### src/rtl/sram_mbist_ctrl_pkg.sv
// ---------------------------------------------------------------------------
// sram_mbist_ctrl_pkg
// Shared definitions for the March C- BIST controller: FSM state encoding,
// March element count, background data constants and the per-element
// direction/operation table used by the sequencer.
// ---------------------------------------------------------------------------
package sram_mbist_ctrl_pkg;

  // Core address width seen by sram_core (upper bits unused by BIST)
  localparam int CORE_AW = 13;

  typedef enum logic [1:0] {
    ST_IDLE,
    ST_RUN,
    ST_DRAIN,
    ST_DONE
  } bist_state_t;

  localparam int         NUM_ELEMS = 6;
  localparam logic [2:0] LAST_ELEM = 3'(NUM_ELEMS - 1);

  localparam logic [7:0] DATA0 = 8'h00;
  localparam logic [7:0] DATA1 = 8'hFF;

  // One row of the March C- table. rd_one/wr_one select DATA1 over DATA0.
  typedef struct packed {
    logic down;
    logic has_rd;
    logic has_wr;
    logic rd_one;
    logic wr_one;
  } elem_info_t;

  // M0 up(w0); M1 up(r0,w1); M2 up(r1,w0); M3 down(r0,w1); M4 down(r1,w0); M5 down(r0)
  function automatic elem_info_t elem_info(input logic [2:0] elem);
    elem_info_t info;
    case (elem)
      3'd0:    info = '{1'b0, 1'b0, 1'b1, 1'b0, 1'b0};
      3'd1:    info = '{1'b0, 1'b1, 1'b1, 1'b0, 1'b1};
      3'd2:    info = '{1'b0, 1'b1, 1'b1, 1'b1, 1'b0};
      3'd3:    info = '{1'b1, 1'b1, 1'b1, 1'b0, 1'b1};
      3'd4:    info = '{1'b1, 1'b1, 1'b1, 1'b1, 1'b0};
      3'd5:    info = '{1'b1, 1'b1, 1'b0, 1'b0, 1'b0};
      default: info = '0;
    endcase
    return info;
  endfunction

  function automatic logic [7:0] lane_data(input logic one);
    return one ? DATA1 : DATA0;
  endfunction

endpackage

### src/rtl/sram_mbist_ctrl_if.sv
// ---------------------------------------------------------------------------
// sram_mbist_ctrl_if
// Core-side SRAM bus between the BIST controller and sram_core.
//   bank0_csn/bank1_csn : per-lane chip selects (active low)
//   sram_we             : 1 = write
//   sram_wdata          : 32-bit write data (one byte per lane)
//   sram_addr           : core address
//   sram_q0..sram_q7    : read data from the 8 macros, valid 1 clk after a read
// master = controller side, slave = core side.
// ---------------------------------------------------------------------------
interface sram_mbist_ctrl_if;
  import sram_mbist_ctrl_pkg::*;

  logic [3:0]         bank0_csn;
  logic [3:0]         bank1_csn;
  logic               sram_we;
  logic [31:0]        sram_wdata;
  logic [CORE_AW-1:0] sram_addr;
  logic [7:0]         sram_q0, sram_q1, sram_q2, sram_q3;
  logic [7:0]         sram_q4, sram_q5, sram_q6, sram_q7;

  modport master (
    output bank0_csn, bank1_csn, sram_we, sram_wdata, sram_addr,
    input  sram_q0, sram_q1, sram_q2, sram_q3,
           sram_q4, sram_q5, sram_q6, sram_q7
  );

  modport slave (
    input  bank0_csn, bank1_csn, sram_we, sram_wdata, sram_addr,
    output sram_q0, sram_q1, sram_q2, sram_q3,
           sram_q4, sram_q5, sram_q6, sram_q7
  );
endinterface

### src/rtl/sram_mbist_ctrl_seq.sv
// ---------------------------------------------------------------------------
// sram_mbist_ctrl_seq
// March C- sequencer: element, address and op-phase counters.
//   clk, rst   : clock, synchronous active-high reset
//   init       : reload counters to the first operation of M0
//   en         : advance one operation
//   elem       : current March element (0..5)
//   addr       : current macro address
//   is_write   : current operation is a write (else a read)
//   data       : write data, or expected read data, for the current op
//   last       : current op is the final read of M5
// ---------------------------------------------------------------------------
module sram_mbist_ctrl_seq
  import sram_mbist_ctrl_pkg::*;
#(
  parameter int AW    = 10,
  parameter int DEPTH = 1024
) (
  input  logic          clk,
  input  logic          rst,
  input  logic          init,
  input  logic          en,
  output logic [2:0]    elem,
  output logic [AW-1:0] addr,
  output logic          is_write,
  output logic [7:0]    data,
  output logic          last
);

  localparam logic [AW-1:0] LAST_ADDR = AW'(DEPTH - 1);

  elem_info_t    info;
  elem_info_t    next_info;
  logic          phase;
  logic          op_done;
  logic          elem_end;
  logic [AW-1:0] end_addr;

  assign info      = elem_info(elem);
  assign next_info = elem_info(elem + 3'd1);

  // In two-op elements phase 0 is the read and phase 1 the write at the same address
  assign is_write = info.has_wr && (!info.has_rd || phase);
  assign op_done  = !(info.has_rd && info.has_wr) || phase;
  assign end_addr = info.down ? '0 : LAST_ADDR;
  assign elem_end = op_done && (addr == end_addr);
  assign last     = elem_end && (elem == LAST_ELEM);
  assign data     = is_write ? lane_data(info.wr_one) : lane_data(info.rd_one);

  // Counters hold on the final op; the controller leaves RUN on that cycle
  always_ff @(posedge clk) begin
    if (rst || init) begin
      elem  <= '0;
      addr  <= '0;
      phase <= 1'b0;
    end else if (en && !last) begin
      if (!op_done) begin
        phase <= 1'b1;
      end else begin
        phase <= 1'b0;
        if (elem_end) begin
          elem <= elem + 3'd1;
          addr <= next_info.down ? LAST_ADDR : '0;
        end else begin
          addr <= info.down ? addr - 1'b1 : addr + 1'b1;
        end
      end
    end
  end

endmodule

### src/rtl/sram_mbist_ctrl.sv
// ---------------------------------------------------------------------------
// sram_mbist_ctrl
// March C- BIST controller for the 2-bank x 4-lane SRAM core. Passes the
// functional bus through when not testing; while running it owns the core,
// tests all 8 macros in parallel and records per-lane failures plus the
// address/element of the first mismatch.
//   clk, rst           : clock, synchronous active-high reset
//   bist_start         : 1-cycle start pulse (ignored while busy)
//   f_*                : functional-side core controls
//   core               : core-side SRAM bus (master modport)
//   bist_busy          : run in progress
//   bist_done          : sticky end-of-run flag
//   bist_fail          : sticky per-lane mismatch flags
//   fail_addr/elem     : address and March element of the first mismatch
// ---------------------------------------------------------------------------
module sram_mbist_ctrl
  import sram_mbist_ctrl_pkg::*;
#(
  parameter int AW    = 10,
  parameter int DEPTH = 1024
) (
  input  logic               clk,
  input  logic               rst,
  input  logic               bist_start,
  input  logic [3:0]         f_bank0_csn,
  input  logic [3:0]         f_bank1_csn,
  input  logic               f_we,
  input  logic [31:0]        f_wdata,
  input  logic [CORE_AW-1:0] f_addr,
  sram_mbist_ctrl_if.master  core,
  output logic               bist_busy,
  output logic               bist_done,
  output logic [7:0]         bist_fail,
  output logic [AW-1:0]      fail_addr,
  output logic [2:0]         fail_elem
);

  bist_state_t   state;
  logic          start_ok;
  logic          run_en;
  logic [2:0]    seq_elem;
  logic [AW-1:0] seq_addr;
  logic          seq_write;
  logic [7:0]    seq_data;
  logic          seq_last;

  logic          rd_valid_q;
  logic [7:0]    exp_q;
  logic [AW-1:0] rd_addr_q;
  logic [2:0]    rd_elem_q;
  logic [7:0]    lane_q [8];
  logic [7:0]    mismatch;

  assign start_ok = bist_start && ((state == ST_IDLE) || (state == ST_DONE));
  assign run_en   = (state == ST_RUN);

  sram_mbist_ctrl_seq #(
    .AW    (AW),
    .DEPTH (DEPTH)
  ) u_seq (
    .clk      (clk),
    .rst      (rst),
    .init     (start_ok),
    .en       (run_en),
    .elem     (seq_elem),
    .addr     (seq_addr),
    .is_write (seq_write),
    .data     (seq_data),
    .last     (seq_last)
  );

  // Core gets the March operation only in RUN; otherwise the functional path
  always_comb begin
    core.bank0_csn  = f_bank0_csn;
    core.bank1_csn  = f_bank1_csn;
    core.sram_we    = f_we;
    core.sram_wdata = f_wdata;
    core.sram_addr  = f_addr;
    if (run_en) begin
      core.bank0_csn  = 4'b0000;
      core.bank1_csn  = 4'b0000;
      core.sram_we    = seq_write;
      core.sram_wdata = {4{seq_data}};
      core.sram_addr  = {{(CORE_AW - AW){1'b0}}, seq_addr};
    end
  end

  assign lane_q[0] = core.sram_q0;
  assign lane_q[1] = core.sram_q1;
  assign lane_q[2] = core.sram_q2;
  assign lane_q[3] = core.sram_q3;
  assign lane_q[4] = core.sram_q4;
  assign lane_q[5] = core.sram_q5;
  assign lane_q[6] = core.sram_q6;
  assign lane_q[7] = core.sram_q7;

  // Read data arrives one cycle after the read, so compare against the delayed expectation
  always_comb begin
    mismatch = '0;
    for (int n = 0; n < 8; n++) begin
      mismatch[n] = rd_valid_q && (lane_q[n] != exp_q);
    end
  end

  always_ff @(posedge clk) begin
    if (rst) begin
      state      <= ST_IDLE;
      bist_busy  <= 1'b0;
      bist_done  <= 1'b0;
      bist_fail  <= '0;
      fail_addr  <= '0;
      fail_elem  <= '0;
      rd_valid_q <= 1'b0;
      exp_q      <= '0;
      rd_addr_q  <= '0;
      rd_elem_q  <= '0;
    end else begin
      rd_valid_q <= run_en && !seq_write;
      exp_q      <= seq_data;
      rd_addr_q  <= seq_addr;
      rd_elem_q  <= seq_elem;

      // Only the first failing read records its location; later ones just OR in
      if (|mismatch) begin
        if (bist_fail == 8'h00) begin
          fail_addr <= rd_addr_q;
          fail_elem <= rd_elem_q;
        end
        bist_fail <= bist_fail | mismatch;
      end

      case (state)
        ST_IDLE, ST_DONE: begin
          if (bist_start) begin
            state     <= ST_RUN;
            bist_busy <= 1'b1;
            bist_done <= 1'b0;
            bist_fail <= '0;
            fail_addr <= '0;
            fail_elem <= '0;
          end
        end
        ST_RUN: begin
          if (seq_last) begin
            state <= ST_DRAIN;
          end
        end
        ST_DRAIN: begin
          state     <= ST_DONE;
          bist_busy <= 1'b0;
          bist_done <= 1'b1;
        end
        default: state <= ST_IDLE;
      endcase
    end
  end

endmodule
### src/flat_wrapper.sv
// flat-port wrapper written by rule: the top's interface ports become plain ports
module sram_mbist_ctrl_flat import sram_mbist_ctrl_pkg::*;
#(
  parameter int AW    = 10,
  parameter int DEPTH = 1024
)
  (clk, rst, bist_start, f_bank0_csn, f_bank1_csn, f_we, f_wdata, f_addr, bist_busy, bist_done, bist_fail, fail_addr, fail_elem, core_bank0_csn, core_bank1_csn, core_sram_we, core_sram_wdata, core_sram_addr, core_sram_q0, core_sram_q1, core_sram_q2, core_sram_q3, core_sram_q4, core_sram_q5, core_sram_q6, core_sram_q7);
  sram_mbist_ctrl_if core_i ();
  input  logic clk;
  input  logic rst;
  input  logic bist_start;
  input  logic [3:0] f_bank0_csn;
  input  logic [3:0] f_bank1_csn;
  input  logic f_we;
  input  logic [31:0] f_wdata;
  input  logic [CORE_AW-1:0] f_addr;
  output logic bist_busy;
  output logic bist_done;
  output logic [7:0] bist_fail;
  output logic [AW-1:0] fail_addr;
  output logic [2:0] fail_elem;
  output wire logic [$bits(core_i.bank0_csn)-1:0] core_bank0_csn;
  output wire logic [$bits(core_i.bank1_csn)-1:0] core_bank1_csn;
  output wire logic [$bits(core_i.sram_we)-1:0] core_sram_we;
  output wire logic [$bits(core_i.sram_wdata)-1:0] core_sram_wdata;
  output wire logic [$bits(core_i.sram_addr)-1:0] core_sram_addr;
  input wire logic [$bits(core_i.sram_q0)-1:0] core_sram_q0;
  input wire logic [$bits(core_i.sram_q1)-1:0] core_sram_q1;
  input wire logic [$bits(core_i.sram_q2)-1:0] core_sram_q2;
  input wire logic [$bits(core_i.sram_q3)-1:0] core_sram_q3;
  input wire logic [$bits(core_i.sram_q4)-1:0] core_sram_q4;
  input wire logic [$bits(core_i.sram_q5)-1:0] core_sram_q5;
  input wire logic [$bits(core_i.sram_q6)-1:0] core_sram_q6;
  input wire logic [$bits(core_i.sram_q7)-1:0] core_sram_q7;
  assign core_bank0_csn = core_i.bank0_csn;
  assign core_bank1_csn = core_i.bank1_csn;
  assign core_sram_we = core_i.sram_we;
  assign core_sram_wdata = core_i.sram_wdata;
  assign core_sram_addr = core_i.sram_addr;
  assign core_i.sram_q0 = core_sram_q0;
  assign core_i.sram_q1 = core_sram_q1;
  assign core_i.sram_q2 = core_sram_q2;
  assign core_i.sram_q3 = core_sram_q3;
  assign core_i.sram_q4 = core_sram_q4;
  assign core_i.sram_q5 = core_sram_q5;
  assign core_i.sram_q6 = core_sram_q6;
  assign core_i.sram_q7 = core_sram_q7;
  sram_mbist_ctrl #(.AW(AW), .DEPTH(DEPTH)) u_core (.clk(clk), .rst(rst), .bist_start(bist_start), .f_bank0_csn(f_bank0_csn), .f_bank1_csn(f_bank1_csn), .f_we(f_we), .f_wdata(f_wdata), .f_addr(f_addr), .core(core_i), .bist_busy(bist_busy), .bist_done(bist_done), .bist_fail(bist_fail), .fail_addr(fail_addr), .fail_elem(fail_elem));
endmodule
### config.mk
export PLATFORM = sky130hd
export DESIGN_NAME = sram_mbist_ctrl_flat
export DESIGN_NICKNAME = d
export VERILOG_FILES = /design/src/rtl/sram_mbist_ctrl_pkg.sv /design/src/rtl/sram_mbist_ctrl_if.sv /design/src/rtl/sram_mbist_ctrl_seq.sv /design/src/rtl/sram_mbist_ctrl.sv /design/src/flat_wrapper.sv
export SDC_FILE = /design/constraint.sdc
export NUM_CORES = 1
export LEC_CHECK = 0
export ABC_AREA = 1
export BUFFER_PORTS_ARGS = -buffer_cell sky130_fd_sc_hd__buf_2
export CAP_MARGIN = 20
export CORE_MARGIN = 4
export CORE_UTILIZATION = 43
export DETAILED_ROUTE_END_ITERATION = 16
export PLACE_DENSITY_LB_ADDON = 0.1
export RECOVER_POWER = 100
export SYNTH_ARGS = -nofsm -noshare
export SYNTH_HDL_FRONTEND = slang
export SYNTH_HIERARCHICAL = 1
export SYNTH_SLANG_ARGS = --single-unit
### constraint.sdc
create_clock -name clk -period 3.7 [get_ports clk]
set_clock_uncertainty 0.1 [all_clocks]
set_input_delay 0 -clock clk [delete_from_list [all_inputs] [get_ports clk]]
set_output_delay 0 -clock clk [all_outputs]
set_load 0.02 [all_outputs]
== Yosys cells after proc, flatten, opt, wreduce, memory -nomap -nowiden ==
Cells that the tools add are included.
Storage, ports and cells
  output and inout port bits: 77
  latch bits: 0
  memories: 0
  input bits: 121
  register bits after elaboration: 61
  memory bits (read-only): 0
  bits in writable memories: 0
  logic and storage cells: 108
Cells by class
  shifts and indexed selects: 0
  bitwise gates (word level): 1
  equal/unequal tests: 24
  reductions and logical operators: 34
  divide/modulo/power cells: 0
  $add $sub $neg: 3
  order comparisons: 0
  multipliers: 0
  multiplexer cells: 33
Operators with widths (count)
  2-to-1 mux 10 bit: 8
  inequality test 8 bit: 8
  case mux 5 bit (6 select lines): 2
  2-to-1 mux 8 bit: 6
  2-to-1 mux 32 bit: 1
  logical AND 1 bit: 15
  2-to-1 mux 13 bit: 1
  == test 3 x 2 -> 1 bit (second input constant): 4
  == test 3 bit (second input constant): 4
  2-to-1 mux 3 bit: 4
  adder 10 x 1 -> 10 bit (second input constant): 1
  == test 10 bit: 1
  subtractor 10 x 1 -> 10 bit (second input constant): 1
  logical NOT 8 bit: 1
  2-to-1 mux 4 bit: 2
  bitwise OR 8 bit: 1
  OR reduction 8 bit: 1
  == test 3 x 1 -> 1 bit (second input constant): 2
  logical NOT 3 bit: 2
  case mux 2 bit (3 select lines): 1
  AND reduction 2 bit: 3
  == test 2 bit (second input constant): 2
  logical NOT 1 bit: 4
  logical OR 1 bit: 4
  other kinds (10): 16

== Depth between registers and ports, before layout ==
Gate-level depths: netlist of the first run.
  depth after elaboration: 10
  gate-level depth with buffers: 16
  mapped depth without buffers: 16

== Cells and area by module ==
Netlist of the first run, hierarchy kept.
Modules (own cells, without submodules)
  sram_mbist_ctrl: seq. area each 940.9 sq um, area an instance 3325.7 sq um, cells an instance 520, times used 1
  sram_mbist_ctrl_seq: seq. area each 280.3 sq um, area an instance 1501.4 sq um, cells an instance 238, times used 1

== Least setup slack after synthesis of the first run ==
OpenSTA, ideal clock, no wires.
  path type: flip-flop to flip-flop
  start: register u_core.u_seq.elem[0]
  end: register u_core.state[0]
  period minus slack after synthesis: 2748 ps
  data arrival time: 2578 ps
  stages on the path, launching flop included: 16
  path buffers: 0
  data required time: 3530 ps
  setup time: 70 ps
  setup slack: 952 ps
  cells stage by stage: dfxtp_1 -> ha_1 -> ha_1 -> inv_2 -> nand3_2 -> ha_1 -> nand2_2 -> nor2_4 -> nand4_1 -> nor2_2 -> nand3_4 -> inv_1 -> or2_1 -> o21ai_1 -> or2_1 -> a21oi_1
Between the ends
  word-level cells in the longest chain between the ends: 9
  elaborated cells on any way between the ends: 16
  those cells by class: eq/ne: 7; mux: 2; reduce/logical: 7
RTL lines
  start, declared: line sram_mbist_ctrl_seq.sv:23  | output logic [2:0] elem,
  start signal, assigned: line sram_mbist_ctrl_seq.sv:62  | elem <= elem + 3'd1;
  branches (longest 6 deep; another with 2-to-1 mux 10 bit)
  logical AND 1 bit (*): line sram_mbist_ctrl_seq.sv:47  | assign last = elem_end && (elem == LAST_ELEM);
  net u_core.seq_last: line sram_mbist_ctrl.sv:45  | logic seq_last;
  inequality test 2 bit (no source line) (*)
  AND reduction 2 bit (no source line) (*)
  end signal, assigned: line sram_mbist_ctrl.sv:107  | state <= ST_IDLE;
  end signal, assigned: line sram_mbist_ctrl.sv:135  | state <= ST_RUN;
  end signal, assigned: line sram_mbist_ctrl.sv:145  | state <= ST_DRAIN;
  end, declared: line sram_mbist_ctrl.sv:38  | bist_state_t state;
Mark *: on every way through the listed nets, which the timed path passes.
A chain may end at the register's enable or synchronous reset.

== Worst setup path after layout of the first run ==
  start: register u_core.u_seq.elem[2]
  end: register u_core.u_seq.elem[0]
Between the ends
  word-level cells in the longest chain between the ends: 10
  elaborated cells on any way between the ends: 17
  those cells by class: eq/ne: 6; mux: 2; reduce/logical: 9
RTL lines
  branches (longest 9 deep; another with 2-to-1 mux 10 bit)
  AND reduction 3 bit (no source line) (*)
Every way passes the cells marked *.

==> impl_metrics.csv, run 1 <==
group,metric,value,unit
global_route,grt_overflow_total,0,
timing,finalWorstSetupSlack,0.487,ns
outcome,violations,"capacitance limit",
synth,synth.area.top_cells,"dfxtp_1 25%, nand2_1 20%, xnor2_1 10%, nor2_1 8.5%, inv_1 7.8%",
floorplanning,fp-row-count,38,
detailed_routing,first_iter_violations,254,
placed_design,dp_slack,0.664,ns
placed_design,gp_congestion,0.869,
outcome,outcome,"finished with violations",
clocking,htree_levels,3,
power_and_ir_drop,sw_frac_of_total,0.408,
clocking,cts_root_buf,"clkbuf_16",
timing,period_needed,3.21,ns
synth,yosysUniqueCellTypes,37,
detailed_routing,antenna_left,0,
timing,hold_violations,0,
synth,yosysWarnings,6,
cells_and_area,fin_nets,1076,
synth,synth.avg_cell_area,6.37,sq um
synth,synthFlopType,"dfxtp_1",
timing,worst_pin_slew,1.49,ns
synth,yosysSeqAreaShare,0.253,
timing,rsz0062_at_grt,"no",
detailed_routing,drt_wl_total,12.7,mm
clocking,cts_buffer_depth,2,
timing,layout_worst_path_cycle_share,0.868,
clocking,clkTransAtPathRegs,0.05,ns
detailed_routing,routed-via-count,4801,
global_route,grt_usage,0.191,
timing,fmax,0.311,GHz
timing,finalSetupTns,0,ns
timing,maxSlewViolCount,0,
floorplanning,fp.coreArea,10900,sq um
synth,synthArstFlopShare,0,
synth,synth_edf_count,0,
run,maxCapViolCount,1,
power_and_ir_drop,ir_worst_vdd,0.342,mV
detailed_routing,highest_layer,"met4",
clocking,post_cts_resized,0,
setup_path,path_class,"reg2reg",
clocking,clock_latency,0.32,ns
detailed_routing,wire_per_inst,11.7,microns
power_and_ir_drop,p_per_area,456,nW/um^2
global_route,grt_max_degree,56,
setup_path,worstSetupStartpointType,"flop",
setup_path,cp-end-kind,"flop",
synth,synth_top_area_cell,"dfxtp_1",
global_route,grt_first_pass_wirelength,20.7,mm
detailed_routing,drc,0,
power_and_ir_drop,switching_power,1.10,mW
synth,syn_inst,758,
cells_and_area,layout-drive-gt1-share,0.203,
timing,slew-limit-headroom,0.00533,
power_and_ir_drop,power_frac_clock,0.305,
detailed_routing,wl_met2,5.93,mm
synth,synthesis.area,4830,sq um
clocking,clock_sinks,61,
floorplanning,die_y,114,microns
power_and_ir_drop,p_leak,2.94,nW
detailed_routing,route.met3.wl,709,microns
setup_path,crit_required,3.81,ns
power_and_ir_drop,power_frac_comb,0.402,
cells_and_area,syn2layout_area_growth,22.5,%
setup_path,arrival,3.32,ns
floorplanning,dieArea,13000,sq um
placed_design,portBuffers,197,
power_and_ir_drop,power_frac_seq,0.292,
detailed_routing,met1_length,5.98,mm
placed_design,dpl.hpwl,10.1,mm
synth,synth_nets,896,
power_and_ir_drop,power.internal,1.59,mW
clocking,cts_tree,"built",
detailed_routing,viasPerCell,4.43,
synth,synth_top_area_frac,0.253,
global_route,antenna_found_initial,0,
clocking,cts_setup_buffers,0,
clocking,cts_buffers,9,
cells_and_area,fillers,1173,
detailed_routing,drt-pass1-iter-count,4,
floorplanning,io_pins,198,
global_route,grt_pass1_vias,4522,
timing,setup_viol,0,
synth,synth_seq_cells,61,
floorplanning,start_util,0.441,
floorplanning,die_width,114,microns
hold_path,min_path_type,"in2reg",
cells_and_area,diodes,0,
setup_path,path_max_fanout,12,
==> Yosys cell counts, types with 2 or more instances <==
| cell type | instances |
|---|---|
| nand2_1 | 253 |
| nor2_1 | 109 |
| inv_1 | 100 |
| dfxtp_1 | 61 |
| xnor2_1 | 55 |
| a21oi_1 | 18 |
| ha_1 | 16 |
| nand3_1 | 16 |
| a21oi_2 | 13 |
| nand2_2 | 13 |
| buf_6 | 12 |
| inv_2 | 12 |
| o21ai_0 | 12 |
| clkbuf_1 | 10 |
| nand3_2 | 10 |
| buf_4 | 8 |
| nor2_2 | 5 |
| o21ai_1 | 5 |
| nand4_1 | 4 |
| nand3_4 | 3 |
| nor2_4 | 3 |
| buf_8 | 2 |
| nand2_4 | 2 |
| o21bai_1 | 2 |
| or2_1 | 2 |
==> path summary, 6_finish.rpt <==
kind / startpoint / endpoint / slack, ns / depth (start not counted)
setup / recovery: u_core/u_seq/elem[2]$_SDFFE_PP0P_ / u_core/u_seq/elem[0]$_SDFFE_PP0P_ / 0.49 / 14
hold / removal: rst / u_core/exp_q[7]$_SDFF_PP0_ / 0.04 / 2
setup reg to reg: u_core/u_seq/elem[2]$_SDFFE_PP0P_ / u_core/u_seq/elem[0]$_SDFFE_PP0P_ / 0.49 / 14
hold reg to reg: u_core/bist_done$_SDFFE_PP0P_ / u_core/bist_done$_SDFFE_PP0P_ / 0.37 / 2
==> cell families (layout without fill, tap and decap cells) <==
logic type	Yosys count	in the layout	share of synthesized area
simple gates	426	426	0.389
buf+inv	146	331	0.144
flops	61	61	0.253
xor+xnor	56	56	0.102
compound gates	52	52	0.0661
fa+ha+maj	17	17	0.0456
==> cell type report <==
class,instances,area (sq um),share of cell area
multi-input cells,551,2870,0.485
flip-flops and latches,61,1220,0.207
inverters,113,425,0.0720
clock inverters,7,75.1,0.0127
clock buffers,9,225,0.0381
well taps,140,175,0.0296
repair buffers,202,925,0.156
==> critical path, cell delays in order (launching register included) <==
cell	delay [ns]
dfxtp_1	0.42
inv_1	0.13
ha_1	0.23
inv_1	0.19
nand3_2	0.31
ha_1	0.50
nand2_2	0.10
nor2_4	0.12
clkinv_1	0.06
nor2_1	0.10
nand3_1	0.16
nor2_8	0.25
nand4_4	0.15
o21bai_1	0.22
nor2_1	0.06
==> metrics by stage <==
stage / utilization / hold WS [ns] / std cells / total power, mW / area, sq um
after floorplan: - / 0.0152 / 758 / 1.59 / 4830
after global placement: 0.525 / 0.203 / 1065 / 1.93 / 5740
after detailed placement: 0.525 / 0.207 / 1065 / 1.93 / 5740
after CTS: 0.554 / 0.0466 / 1082 / 2.76 / 6050
after global routing: 0.541 / 0.0691 / 1083 / 2.90 / 5910
final: 0.541 / 0.0391 / 1083 / 2.69 / 5910
==> power by group through the flow <==
stage / Sequential, mW / Clock [mW] / Combinational [mW]
2_1_floorplan: 0.793 / 0 / 0.793
3_3_place_gp: 0.800 / 0 / 1.13
3_5_place_dp: 0.803 / 0 / 1.13
4_1_cts: 0.789 / 0.842 / 1.13
5_1_grt: 0.800 / 0.876 / 1.22
6_report: 0.788 / 0.822 / 1.08
==> repair_timing <==
action / 4_1_cts / 5_1_grt
hold buffers: 1 / 0
setup endpoints to repair: 0 / 0
hold endpoints to repair: 4 / 0
==> placed cells by master (no fill, tap or decap), types with 12 or more instances in the layout <==
cell type	n
a21oi_1	20
nor2_1	110
inv_1	105
clkbuf_1	77
xnor2_1	55
dfxtp_1	61
nand2_1	254
nand3_1	20
o21ai_0	12
nand2_2	13
buf_2	122
ha_1	16
==> registers in the layout, indices dropped and copies added, names as in the netlist <==
name	flops
u_core/rd_elem_q	3
u_core/bist_fail	8
u_core/u_seq/addr	10
u_core/exp_q	8
u_core/u_seq/elem	3
u_core/rd_addr_q	10
u_core/rd_valid_q	1
u_core/fail_addr	10
u_core/state	2
u_core/fail_elem	3
u_core/bist_done	1
u_core/u_seq/phase	1
u_core/bist_busy	1
==> routing by layer <==
layer,track usage,vias to the layer above
li1,-,2625
met1,0.252,2058
met2,0.326,114
met3,0.0387,4
met4,0.0380,0
met5,0,-
No activity file was read; power rests on OpenSTA's default activity.
==> run 2, diff against run 1 <==
- ABC_AREA: 1 -> unset
- GPL_ROUTABILITY_DRIVEN: unset -> 0
==> run 2 against run 1 <==
Effect of this change: count of clock-buffer cells in the layout unchanged; worst hold slack worse by 0.017 ns; largest cell class unchanged; highest routed layer unchanged; non-clock buffer count down 1; the run now ends clean.
==> impl_metrics.csv, run 2 <==
group,metric,value,unit
power_and_ir_drop,power_frac_seq,0.347,
setup_path,worst_path_most_repeated_cell,"nor2_1",
power_and_ir_drop,p_per_area,433,nW/um^2
synth,synth_top_area_frac,0.287,
power_and_ir_drop,power_frac_clock,0.229,
floorplanning,die_width,107,microns
timing,maxSlewViolCount,0,
cells_and_area,fin_nets,831,
placed_design,portBuffers,197,
clocking,htree_levels,3,
cells_and_area,final_common_cell,"buf_2",
placed_design,dp_slack,0.337,ns
synth,synthTopCellsByCount,"70 x xnor2_1, 61 x dfxtp_1, 54 x o21ai_0",
timing,whs,0.0225,ns
floorplanning,die_y,107,microns
hold_path,min_path_type,"in2reg",
synth,syn_inst,515,
synth,yosysSeqAreaShare,0.287,
detailed_routing,wire_per_inst,14.0,microns
outcome,outcome,"finished, final reports clean",
clocking,clock_sinks,61,
synth,synth_nets,653,
cells_and_area,diodes,0,
detailed_routing,routed-via-count,4058,
cells_and_area,syn2layout_area_growth,23.2,%
detailed_routing,route.met3.wl,656,microns
clocking,cts_buffers,9,
setup_path,cp_top_family,"simple AND/OR/NAND/NOR gates",
detailed_routing,first_iter_violations,195,
cells_and_area,final_cell_mix,"122 x buf_2, 76 x clkbuf_1, 70 x xnor2_1",
timing,rsz0062_at_grt,"no",
floorplanning,start_util,0.439,
detailed_routing,antenna_left,0,
power_and_ir_drop,power_frac_comb,0.424,
floorplanning,fp.coreArea,9680,sq um
timing,layout_worst_path_cycle_share,0.922,
global_route,grt_overflow_total,0,
timing,hold_violations,0,
power_and_ir_drop,ir_worst_vdd,0.224,mV
global_route,grt_pass1_vias,3944,
floorplanning,dieArea,11500,sq um
timing,fmax,0.293,GHz
setup_path,path_max_fanout,10,
detailed_routing,drt-pass1-iter-count,4,
setup_path,path_class,"reg2reg",
timing,finalWorstSetupSlack,0.289,ns
setup_path,critPathMaxStageDelay,0.48,ns
clocking,cts_setup_buffers,0,
placed_design,dpl.hpwl,9.40,mm
global_route,grt_max_degree,66,
power_and_ir_drop,power.internal,1.30,mW
timing,period_needed,3.41,ns
detailed_routing,drt_wl_total,11.7,mm
setup_path,cpMaxStageDelayCell,"dfxtp_1",
timing,slew-limit-headroom,0.0845,
cells_and_area,fillers,954,
synth,synth_edf_count,0,
global_route,antenna_found_initial,0,
detailed_routing,drc,0,
power_and_ir_drop,sw_frac_of_total,0.425,
synth,synth_seq_cells,61,
detailed_routing,met1_length,5.19,mm
clocking,cts_buffer_depth,2,
synth,synth.avg_cell_area,8.25,sq um
timing,finalSetupTns,0,ns
synth,synthFlopType,"dfxtp_1",
floorplanning,fp-row-count,36,
clocking,clock_latency,0.33,ns
setup_path,crit_required,3.85,ns
clocking,cts_tree,"built",
synth,yosysWarnings,6,
detailed_routing,highest_layer,"met4",
power_and_ir_drop,p_leak,2.11,nW
run,maxCapViolCount,0,
timing,worst_pin_slew,1.37,ns
setup_path,cp-end-kind,"flop",
synth,yosysUniqueCellTypes,52,
cells_and_area,layout-drive-gt1-share,0.249,
synth,yosysMostFrequentCell,"xnor2_1",
timing,setup_viol,0,
setup_path,cp_num_buf_inv,2,
setup_path,worstSetupStartpointType,"flop",
detailed_routing,viasPerCell,4.88,
synth,synth.area.top_cells,"dfxtp_1 29%, xnor2_1 14%, o21ai_0 6.4%, nor2b_1 5.2%, ha_1 4.7%",
clocking,clkTransAtPathRegs,0.07,ns
cells_and_area,top_regs,"u_core/fail_addr (10), u_core/rd_addr_q (10), u_core/u_seq/addr (10)",
detailed_routing,wl_met2,5.73,mm
synth,synth_top_area_cell,"dfxtp_1",
synth,synthArstFlopShare,0,
global_route,grt_usage,0.196,
floorplanning,io_pins,198,
synth,synthesis.area,4250,sq um
power_and_ir_drop,switching_power,0.962,mW
clocking,cts_root_buf,"clkbuf_8",
power_and_ir_drop,finalPower,2.26,mW
setup_path,path_cells,"inv_1 -> ha_1 -> inv_1 -> nand2_1 -> ha_1 -> and3_1 -> nand3_1 -> a211o_1 -> nor2_1 -> nor2_1 -> nor2_1 -> nor2_1 -> a211oi_1",
clocking,post_cts_resized,0,
cells_and_area,fin_util,0.540,
global_route,grt_first_pass_wirelength,18.5,mm
setup_path,arrival,3.56,ns
run 2: area by class of cell:
| class | count | area (sq um) | share of cell area |
|---|---|---|---|
| Multi-Input combinational cell | 370 | 2560 | 0.490 |
| Sequential cell | 61 | 1220 | 0.233 |
| Timing Repair Buffer | 201 | 918 | 0.176 |
| Inverter | 50 | 188 | 0.0359 |
| Tap cell | 133 | 166 | 0.0318 |
| Clock buffer | 9 | 124 | 0.0237 |
| Clock inverter | 7 | 51.3 | 0.00980 |
run 2: stage by stage:
step	std cells	area, sq um
floorplan	515	4250
global placement	813	5160
detailed placement	813	5160
CTS	830	5350
global route	831	5230
finish	831	5230
run 2: timing repair:
item	in CTS	in global routing
endpoints found under the setup margin	0	0
hold buffers	1	0
hold endpoints to repair	3	0
run 2: logic make-up (layout without fill, tap and decap cells):
group,count (synthesis),in the layout,synth area share
compound gates,137,137,0.209
simple gates,132,132,0.167
buf+inv,84,267,0.105
xor+xnor,72,72,0.148
flops,61,61,0.287
fa+ha+maj,17,17,0.0518
mux,12,12,0.0315
run 2: final timing paths:
kind         cells after the start  slack [ns]                              to                         startpoint
min reg2reg                      2        0.36  u_core/fail_addr[0]$_SDFF_PP0_     u_core/rd_addr_q[0]$_SDFF_PP0_
max reg2reg                     13        0.29    u_core/state[0]$_SDFFE_PP0P_  u_core/u_seq/elem[2]$_SDFFE_PP0P_
min                              2        0.02  u_core/rd_addr_q[1]$_SDFF_PP0_                                rst
max                             13        0.29    u_core/state[0]$_SDFFE_PP0P_  u_core/u_seq/elem[2]$_SDFFE_PP0P_
run 2: worst reg2reg max path, stage by stage, from the launching register on:
cell,delay [ns]
dfxtp_1,0.48
inv_1,0.14
ha_1,0.29
inv_1,0.14
nand2_1,0.27
ha_1,0.48
and3_1,0.23
nand3_1,0.15
a211o_1,0.41
nor2_1,0.20
nor2_1,0.07
nor2_1,0.12
nor2_1,0.05
a211oi_1,0.19
run 2: power groups by stage:
| stage | registers (mW) | logic [mW] | clock network, mW |
|---|---|---|---|
| after floorplan | 0.784 | 0.691 | 0 |
| after detailed placement | 0.801 | 1.01 | 0 |
| after global placement | 0.802 | 1.00 | 0 |
| after CTS | 0.786 | 1.02 | 0.535 |
| final | 0.786 | 0.961 | 0.518 |
| after global routing | 0.796 | 1.06 | 0.560 |
run 2: metal layers:
metal	GRT usage	vias to the layer above
met5	0	-
met4	0.0541	0
li1	-	2110
met2	0.349	121
met1	0.239	1821
met3	0.0390	6
==> run 3, diff against run 2 <==
- CORE_ASPECT_RATIO: unset -> 1.75
==> run 3 against run 2 <==
Effect of this change: combinational power rose by 2.9%; setup slack improved by 0.0090 ns; critical path depth fell by 1; global-route usage rose by 1.9 points.
==> impl_metrics.csv, run 3 (same netlist as run 2, synthesis figures left out) <==
group,metric,value,unit
power_and_ir_drop,finalPower,2.63,mW
clocking,clkTransAtPathRegs,0.05,ns
timing,maxSlewViolCount,0,
outcome,outcome,"finished, final reports clean",
detailed_routing,first_iter_violations,138,
cells_and_area,top_regs,"u_core/fail_addr (10), u_core/rd_addr_q (10), u_core/u_seq/addr (10)",
timing,layout_worst_path_cycle_share,0.919,
placed_design,dpl.hpwl,10.7,mm
cells_and_area,final_cell_mix,"122 x buf_2, 77 x clkbuf_1, 70 x xnor2_1",
cells_and_area,diodes,0,
timing,setup_viol,0,
detailed_routing,drt-pass1-iter-count,4,
global_route,grt_first_pass_wirelength,20.3,mm
clocking,clock_latency,0.32,ns
clocking,cts_buffer_depth,2,
clocking,clock_sinks,61,
timing,hold_violations,0,
cells_and_area,final_common_cell,"buf_2",
hold_path,min_path_type,"in2reg",
detailed_routing,viasPerCell,5.08,
global_route,grt_overflow_total,0,
global_route,grt_pass1_vias,4076,
power_and_ir_drop,p_leak,2.16,nW
detailed_routing,wire_per_inst,15.6,microns
setup_path,cp_num_buf_inv,3,
global_route,grt_usage,0.214,
timing,rsz0062_at_grt,"no",
clocking,cts_root_buf,"clkbuf_16",
power_and_ir_drop,p_per_area,490,nW/um^2
run,maxCapViolCount,0,
global_route,grt_max_degree,66,
floorplanning,io_pins,198,
timing,fmax,0.294,GHz
clocking,htree_levels,3,
floorplanning,fp.coreArea,9590,sq um
clocking,cts_tree,"built",
setup_path,critPathMaxStageDelay,0.49,ns
setup_path,path_class,"reg2reg",
placed_design,portBuffers,197,
setup_path,cpMaxStageDelayCell,"ha_2",
power_and_ir_drop,ir_worst_vdd,0.306,mV
global_route,antenna_found_initial,0,
timing,worst_pin_slew,1.33,ns
clocking,cts_buffers,9,
timing,period_needed,3.40,ns
setup_path,path_max_fanout,10,
detailed_routing,drt_wl_total,12.8,mm
cells_and_area,layout-drive-gt1-share,0.254,
detailed_routing,drc,0,
timing,slew-limit-headroom,0.113,
setup_path,worstSetupStartpointType,"flop",
setup_path,arrival,3.55,ns
setup_path,cp_top_family,"compound AO/OA/AOI/OAI gates",
floorplanning,die_y,139,microns
setup_path,worst_path_most_repeated_cell,"inv_1",
floorplanning,dieArea,11600,sq um
setup_path,cp-end-kind,"flop",
floorplanning,fp-row-count,47,
detailed_routing,antenna_left,0,
timing,finalSetupTns,0,ns
floorplanning,start_util,0.443,
setup_path,crit_required,3.84,ns
setup_path,path_cells,"inv_1 -> ha_1 -> inv_1 -> nand2_1 -> ha_2 -> and3_1 -> nand3_1 -> a2111oi_0 -> nor3_1 -> buf_4 -> o21bai_1 -> a21oi_1",
cells_and_area,syn2layout_area_growth,26.6,%
detailed_routing,routed-via-count,4168,
cells_and_area,fin_nets,831,
floorplanning,die_width,83.1,microns
==> run 3: area by class of cell <==
class	count	area, sq um
Multi-Input combinational cell	370	2580
Tap cell	122	153
Fill cell	978	4210
Clock inverter	6	87.6
Timing Repair Buffer	201	921
Clock buffer	10	229
Inverter	50	188
Sequential cell	61	1220
==> run 3: path summary, 6_finish.rpt <==
kind | start | end | slack [ns] | cells past startpoint
worst max-delay path | u_core/u_seq/elem[2]$_SDFFE_PP0P_ | u_core/u_seq/addr[7]$_SDFFE_PP0P_ | 0.30 | 12
worst max register to register | u_core/u_seq/elem[2]$_SDFFE_PP0P_ | u_core/u_seq/addr[7]$_SDFFE_PP0P_ | 0.30 | 12
worst min register to register | u_core/rd_addr_q[8]$_SDFF_PP0_ | u_core/fail_addr[8]$_SDFF_PP0_ | 0.35 | 2
worst min-delay path | rst | u_core/rd_addr_q[8]$_SDFF_PP0_ | 0.03 | 2
==> run 3: power by group <==
part / switching [mW] / internal, mW
sequential: 0.0620 / 0.721
clock: 0.276 / 0.587
combinational: 0.647 / 0.342
==> run 3: routing by layer <==
metal | routed length, microns | global-route usage | part of all wire | up-vias
li1 | - | - | - | 2111
met3 | 710 | 0.0479 | 0.055 | 21
met4 | 279 | 0.0698 | 0.022 | 0
met1 | 4960 | 0.237 | 0.39 | 1893
met2 | 6870 | 0.399 | 0.54 | 143
met5 | 0 | 0 | 0 | -
==> run 3: timing repair <==
action | CTS | global route
endpoints found under the hold margin | 2 | 0
setup buffers | 0 | 0
hold buffers | 1 | 0
endpoints found under the setup margin | 0 | 2
resized for setup | 0 | 1
==> run 3: stage by stage <==
stage / setup slack, ns / util / std cells / instance area [sq um] / hold WS, ns
2_1_floorplan: 0.803 / - / 515 / 4250 / -0.0284
3_3_place_gp: 0.416 / 0.537 / 802 / 5150 / 0.233
3_5_place_dp: 0.326 / 0.537 / 802 / 5150 / 0.240
4_1_cts: 0.322 / 0.571 / 819 / 5470 / 0.0301
5_1_grt: 0.00240 / 0.561 / 820 / 5380 / 0.0584
6_report: 0.298 / 0.561 / 820 / 5380 / 0.0292
==> run 3: worst reg2reg max path: cells and delay by family, from the launching register on <==
kind            cells  cell delay [ns]
compound gates      3             0.78
simple gates        4             0.75
flops               1             0.47
buf+inv             3             0.45
fa+ha+maj           2             0.77
